==> src/rtl/ppu_pkg.sv <==
// Shared constants and state encoding for the PPU job sequencer.
package ppu_pkg;

  // Tile / vector geometry
  localparam int ROWS_PER_TILE = 16;
  localparam int TILES_PER_VEC = 4;
  localparam int TILE_GAP      = 1;
  // The PPU stays busy for one cycle per streamed row.
  localparam int PPU_BUSY_LEN  = 16;

  localparam int ROW_W  = $clog2(ROWS_PER_TILE);
  localparam int TILE_W = $clog2(TILES_PER_VEC);

  // State encoding
  localparam logic [2:0] ENC_IDLE      = 3'd0;
  localparam logic [2:0] ENC_WAIT_TILE = 3'd1;
  localparam logic [2:0] ENC_STREAM    = 3'd2;
  localparam logic [2:0] ENC_GAP       = 3'd3;
  localparam logic [2:0] ENC_QWAIT     = 3'd4;
  localparam logic [2:0] ENC_DONE      = 3'd5;

  typedef enum logic [2:0] {
    ST_IDLE      = ENC_IDLE,
    ST_WAIT_TILE = ENC_WAIT_TILE,
    ST_STREAM    = ENC_STREAM,
    ST_GAP       = ENC_GAP,
    ST_QWAIT     = ENC_QWAIT,
    ST_DONE      = ENC_DONE
  } state_e;

endpackage

==> src/rtl/ppu_addr_gen.sv <==
// Row / tile / vector counters and the accumulator read pointer.
// Rows of a job are contiguous (vec*64 + tile*16 + row), so a single
// running pointer loaded with the base and bumped on every streamed row
// yields the address; it wraps modulo 2^ACC_AW by construction.
module ppu_addr_gen
  import ppu_pkg::*;
#(
  parameter int ACC_AW = 8,
  parameter int NV_W   = 8
) (
  input  logic              i_clk,
  input  logic              i_rst_n,
  input  logic              i_load,
  input  logic [ACC_AW-1:0] i_base,
  input  logic              i_row_inc,
  input  logic              i_tile_inc,
  input  logic              i_vec_inc,
  output logic [ACC_AW-1:0] o_addr,
  output logic [NV_W-1:0]   o_vec,
  output logic              o_first_row,
  output logic              o_last_row,
  output logic              o_last_tile
);

  logic [ACC_AW-1:0] addr_q, addr_d;
  logic [ROW_W-1:0]  row_q,  row_d;
  logic [TILE_W-1:0] tile_q, tile_d;
  logic [NV_W-1:0]   vec_q,  vec_d;

  // Next-value logic: a job load overrides every increment.
  always_comb begin
    addr_d = addr_q;
    row_d  = row_q;
    tile_d = tile_q;
    vec_d  = vec_q;
    if (i_load) begin
      addr_d = i_base;
      row_d  = '0;
      tile_d = '0;
      vec_d  = '0;
    end else begin
      if (i_row_inc) begin
        addr_d = addr_q + 1'b1;
        row_d  = row_q + 1'b1;
      end
      if (i_tile_inc) begin
        tile_d = tile_q + 1'b1;
      end
      if (i_vec_inc) begin
        vec_d = vec_q + 1'b1;
      end
    end
  end

  // Counter registers.
  always_ff @(posedge i_clk or negedge i_rst_n) begin
    if (!i_rst_n) begin
      addr_q <= '0;
      row_q  <= '0;
      tile_q <= '0;
      vec_q  <= '0;
    end else begin
      addr_q <= addr_d;
      row_q  <= row_d;
      tile_q <= tile_d;
      vec_q  <= vec_d;
    end
  end

  assign o_addr      = addr_q;
  assign o_vec       = vec_q;
  assign o_first_row = (row_q == '0);
  // A tile streams for exactly the PPU busy window.
  assign o_last_row  = (row_q == ROW_W'(PPU_BUSY_LEN - 1));
  assign o_last_tile = (tile_q == TILE_W'(TILES_PER_VEC - 1));

endmodule

==> src/rtl/ppu_sched.sv <==
// PPU job sequencer: waits for accumulator tiles, streams 16 rows per tile
// in lock-step with the PPU busy window, releases each tile and holds the
// next vector until the quantizer reports scale factors.
module ppu_sched
  import ppu_pkg::*;
#(
  parameter int ACC_AW    = 8,
  parameter int NV_W      = 8,
  parameter int QWAIT_MAX = 255
) (
  input  logic              i_clk,
  input  logic              i_rst_n,
  input  logic              i_job_valid,
  output logic              o_job_ready,
  input  logic [NV_W-1:0]   i_job_nvec,
  input  logic [ACC_AW-1:0] i_job_base,
  input  logic              i_tile_valid,
  output logic              o_tile_ack,
  output logic              o_acc_rd_en,
  output logic [ACC_AW-1:0] o_acc_rd_addr,
  output logic              o_ppu_start,
  input  logic              i_sf_valid,
  output logic              o_busy,
  output logic              o_done,
  output logic              o_err,
  output logic [NV_W-1:0]   o_vec_idx
);

  // Counter holds 0..QWAIT_MAX-1.
  localparam int QW_W = (QWAIT_MAX < 2) ? 1 : $clog2(QWAIT_MAX);

  state_e          state_q, state_d;
  logic [NV_W-1:0] nvec_q,  nvec_d;
  logic [QW_W-1:0] qcnt_q,  qcnt_d;
  logic            err_q,   err_d;
  logic            rdy_q,   rdy_d;

  logic            load, row_inc, tile_inc, vec_inc;
  logic [NV_W-1:0] vec;
  logic [NV_W:0]   vec_plus1;
  logic            first_row, last_row, last_tile;

  ppu_addr_gen #(
    .ACC_AW (ACC_AW),
    .NV_W   (NV_W)
  ) u_addr_gen (
    .i_clk       (i_clk),
    .i_rst_n     (i_rst_n),
    .i_load      (load),
    .i_base      (i_job_base),
    .i_row_inc   (row_inc),
    .i_tile_inc  (tile_inc),
    .i_vec_inc   (vec_inc),
    .o_addr      (o_acc_rd_addr),
    .o_vec       (vec),
    .o_first_row (first_row),
    .o_last_row  (last_row),
    .o_last_tile (last_tile)
  );

  assign vec_plus1 = {1'b0, vec} + {{NV_W{1'b0}}, 1'b1};

  // Next-state and counter control for the job sequencer.
  always_comb begin
    state_d  = state_q;
    nvec_d   = nvec_q;
    qcnt_d   = qcnt_q;
    err_d    = err_q;
    load     = 1'b0;
    row_inc  = 1'b0;
    tile_inc = 1'b0;
    vec_inc  = 1'b0;
    case (state_q)
      ST_IDLE: begin
        // rdy_q gates acceptance so nothing is taken while reset is settling.
        if (rdy_q && i_job_valid) begin
          load   = 1'b1;
          nvec_d = i_job_nvec;
          err_d  = 1'b0;
          state_d = (i_job_nvec == '0) ? ST_DONE : ST_WAIT_TILE;
        end
      end
      ST_WAIT_TILE: begin
        if (i_tile_valid) begin
          state_d = ST_STREAM;
        end
      end
      ST_STREAM: begin
        row_inc = 1'b1;
        if (last_row) begin
          state_d = ST_GAP;
        end
      end
      ST_GAP: begin
        // Tile counter wraps to 0 after the last tile of a vector.
        tile_inc = 1'b1;
        qcnt_d   = '0;
        state_d  = last_tile ? ST_QWAIT : ST_WAIT_TILE;
      end
      ST_QWAIT: begin
        // A scale-factor report in the final allowed cycle still wins.
        if (i_sf_valid) begin
          vec_inc = 1'b1;
          state_d = (vec_plus1 == {1'b0, nvec_q}) ? ST_DONE : ST_WAIT_TILE;
        end else if (qcnt_q == QW_W'(QWAIT_MAX - 1)) begin
          err_d   = 1'b1;
          state_d = ST_DONE;
        end else begin
          qcnt_d = qcnt_q + 1'b1;
        end
      end
      ST_DONE: begin
        state_d = ST_IDLE;
      end
      default: begin
        state_d = ST_IDLE;
      end
    endcase
    rdy_d = (state_d == ST_IDLE);
  end

  // State and job registers; reset abandons any job in flight.
  always_ff @(posedge i_clk or negedge i_rst_n) begin
    if (!i_rst_n) begin
      state_q <= ST_IDLE;
      nvec_q  <= '0;
      qcnt_q  <= '0;
      err_q   <= 1'b0;
      rdy_q   <= 1'b0;
    end else begin
      state_q <= state_d;
      nvec_q  <= nvec_d;
      qcnt_q  <= qcnt_d;
      err_q   <= err_d;
      rdy_q   <= rdy_d;
    end
  end

  assign o_job_ready = rdy_q;
  assign o_busy      = (state_q != ST_IDLE);
  assign o_acc_rd_en = (state_q == ST_STREAM);
  assign o_ppu_start = (state_q == ST_STREAM) && first_row;
  assign o_tile_ack  = (state_q == ST_GAP);
  assign o_done      = (state_q == ST_DONE);
  assign o_err       = err_q;
  assign o_vec_idx   = vec;

endmodule

==> config.mk <==
export PLATFORM = sky130hd
export DESIGN_NAME = ppu_sched
export DESIGN_NICKNAME = d
export VERILOG_FILES = /design/src/rtl/ppu_pkg.sv /design/src/rtl/ppu_addr_gen.sv /design/src/rtl/ppu_sched.sv
export SDC_FILE = /design/constraint.sdc
export NUM_CORES = 1
export LEC_CHECK = 0
export ABC_AREA = 1
export CAP_MARGIN = 20
export CORE_MARGIN = 4
export CORE_UTILIZATION = 57
export CTS_CLUSTER_SIZE = 8
export DETAILED_ROUTE_END_ITERATION = 7
export GPL_ROUTABILITY_DRIVEN = 0
export GPL_TIMING_DRIVEN = 0
export PLACE_DENSITY = 0.86
export SYNTH_ARGS = -nofsm -noshare
export SYNTH_HDL_FRONTEND = slang
export SYNTH_SLANG_ARGS = --single-unit
==> constraint.sdc <==
create_clock -name i_clk -period 2.4 [get_ports i_clk]
set_clock_uncertainty 0.05 [all_clocks]
set_input_delay 0.72 -clock i_clk [delete_from_list [all_inputs] [get_ports i_clk]]
set_output_delay 0.72 -clock i_clk [all_outputs]
set_load 0.01 [all_outputs]
==> results.md <==
- Status: completed
- DRT iter0 DRCs: 133
- Worst setup margin: 0.112 ns
- Per-cell routed wire length: 13.7 µm
- Worst min-delay path category: in2async
- Achievable Freq: 437 MHz
- CP endpoint kind: primary output
- Max incr delay on CP: 0.39 ns
- Worst Path Max Fanout: 2
- Avg Inst Size Synth: 7.99 µm²
- Vias in the first global route: 2174
- H-tree lvl count: 2
- Num Clock Sinks: 43
- WHS: 0.334 ns
- Share of post-route cells with drive strength above 1: 0.122
- First-pass GRT wire length: 9720 µm
- Worst reg-to-reg setup slack: 0.52 ns
- Vias per Instance: 5.54
- Remaining Overflow, GRT: 0
- Post-Synthesis Cells: 309
- Hold-fix buffers, CTS: 0
- Tmin final: 2.29 ns
- Mapped Area: 0.00247 mm²
- Final Routed Wirelength: 5660 µm
- Standard-cell rows: 23
- Fin. Hold Viols: 0
- CP Buf/Inv Count: 4
- Largest cells by area after synthesis: dfrtp_1 44%, nand2_1 11%, inv_1 5.3%, nand3_1 5.1%, nor2_1 4.1%
- Antenna fix cells: 0
- Unrepaired setup endpoints after global routing: no
- Syn nets: 337
- Post-synth top area cell: dfrtp_1
- Die width: 73.8 µm
- Pwr/cell area: 932 mW/mm²
- WS Path Type: reg2out
- Nets@finish: 389
- Root buf cell: clkbuf_8
- DRC violations left: 0
- Max Slew Vio Count: 0
- Clk_lat worst skew: 0.30 ns
- Num CTS Buffers: 5
- Synth Register Bits: 43
- Most common cell after layout, fill and taps aside: nand2_1
- CP Data Required Time: 1.63 ns
- Maximum vdd drop: 0.727 mV
- Worst slew pin tran: 0.501 ns
- R2r startpoint: u_addr_gen.o_vec[1]
- CP max stage cell: dfrtp_1
- TritonRoute pass-1 iters: 4
- Setup-failing EPs final: 0
- CTS tree: built
- Pleak: 1.45 nW
- Reg2Reg Depth: 10
- Commonest non-fill, non-tap cells in the layout: 71 x nand2_1, 42 x dfrtp_1, 37 x clkdlybuf4s50_1, 34 x inv_1, 27 x nor2_1
- Setup WS pre-CTS: 0.0360 ns
- Antenna Nets Post-Route: 0
- Die height: 73.8 µm
- Max_cap viols: 0
- Synth top area share: 0.436
- Die ar.: 0.00545 mm²
- I/O Buffers: 43
- Io pins: 44
- Overall routing resource usage: 0.232
- CTS Buffer Depth: 2
- Crit share post-route: 0.953
- Pin count of the biggest net entering global routing: 24
- Synth cell types: 42
- Register area share after synthesis: 0.436
- Top delay family on crit path: buffers and inverters
- Crit-path cells: buf_4 -> nor2_2 -> inv_1 -> nor2_1 -> inv_2 -> dlygate4sd2_1
- Area grow syn2layout: 26.2%
- Core box area: 0.00409 mm²
- Antenna violations before repair: 0
- Crit path DAT: 1.52 ns
- YS warnings: 0
- Worst-path clk slew: 0.07 ns
- Starting density of the core: 0.604
- R2r endpoint: o_job_ready
- # fillers: 303
- Post-DP HPWL: 4390 µm
- Via count: 2281
- Nature of the critical path startpoint: flip-flop
- Slew HR: 0.666
## flip-flops by register name, indices dropped and copies added (netlist names)
name,flops
nvec_q,8
qcnt_q,8
u_addr_gen.o_addr,8
u_addr_gen.o_vec,8
u_addr_gen.row_q,4
state_q,3
u_addr_gen.tile_q,2
o_err,1
o_job_ready,1
## Yosys cell counts (all sizes together)
library cell and instances:
nor3 9, nor2 34, o21a 1, dfrtp 43
nor3b 2, o221ai 1, nor4 2, a32o 1
o32ai 1, a211oi 3, nand4 4, o22ai 7
buf 6, o211ai 1, nand2 78, ha 7
inv 41, nand3b 1, a32oi 1, a21oi 13
a21boi 1, nand3 27, xor2 3, a22oi 1
o21ai 16, clkinv 1, o21bai 1, xnor2 3
## per-layer routing
layer	GRT usage	part of all wire	vias to the layer above
li1	-	-	1128
met1	0.293	0.42	1079
met2	0.391	0.50	61
met3	0.0520	0.056	13
met4	0.0805	0.020	0
met5	0	0	-
## worst max path at each step
stage / start / cells after the start / slack [ns] / end
6_report: state_q[1] / 6 / 0.11 / o_busy
5_1_grt: state_q[1] / 6 / 0.02 / o_busy
4_1_cts: state_q[1] / 4 / 0.007 / o_done
3_5_place_dp: state_q[2] / 4 / 0.04 / o_acc_rd_en
3_3_place_gp: i_rst_n / 1 / -0.55 / qcnt_q[6]
2_1_floorplan: state_q[2] / 4 / 0.65 / o_ppu_start
## power by group
part / switching (W) / total, W / internal [W]
clock: 0.000241 / 0.000504 / 0.000263
combinational: 0.000712 / 0.00127 / 0.000556
sequential: 0.000182 / 0.00113 / 0.000950
total: 0.00114 / 0.00290 / 0.00177
## worst register-to-register path, delay by kind of cell (launching register included)
kind                     cells  cell delay [ns]
adder cells (fa/ha/maj)      1             0.25
flip-flops                   1             0.45
AND/OR/NAND/NOR              6             0.57
AO/OA/AOI/OAI                3             0.44
## through the flow
step	instances	cell area, µm²	TNS, ns	total power [W]	util
3_3_place_gp	402	2960	-23.42	0.00234	0.725
2_1_floorplan	309	2470	0	0.00190	-
4_1_cts	411	3100	0	0.00290	0.760
3_5_place_dp	403	2990	0	0.00238	0.731
5_1_grt	412	3120	0	0.00312	0.763
6_report	412	3120	0	0.00290	0.763
## timing repair
action | CTS | global route
pin swaps | 0 | 1
setup buffers | 0 | 1
gates resized for setup | 11 | 2
setup endpoints to repair | 4 | 2
## cell families (layout without fill, tap and decap cells)
family,after synthesis,after routing,share of synthesized area
xor+xnor,6,6,0.0213
simple gates,157,157,0.306
compound gates,48,48,0.119
buf+inv,48,101,0.0831
flops,43,43,0.436
fa+ha+maj,7,7,0.0355
## cell type report
type,count,area (µm²),share of cell area
plain buffers,6,51.3,0.0165
clock buffers,8,100,0.0321
inverters,42,165,0.0530
multi-input cells,218,1200,0.386
flip-flops and latches,43,1080,0.346
well taps,50,62.6,0.0201
repair buffers,45,458,0.147
Power figures use the tool's default switching activity.
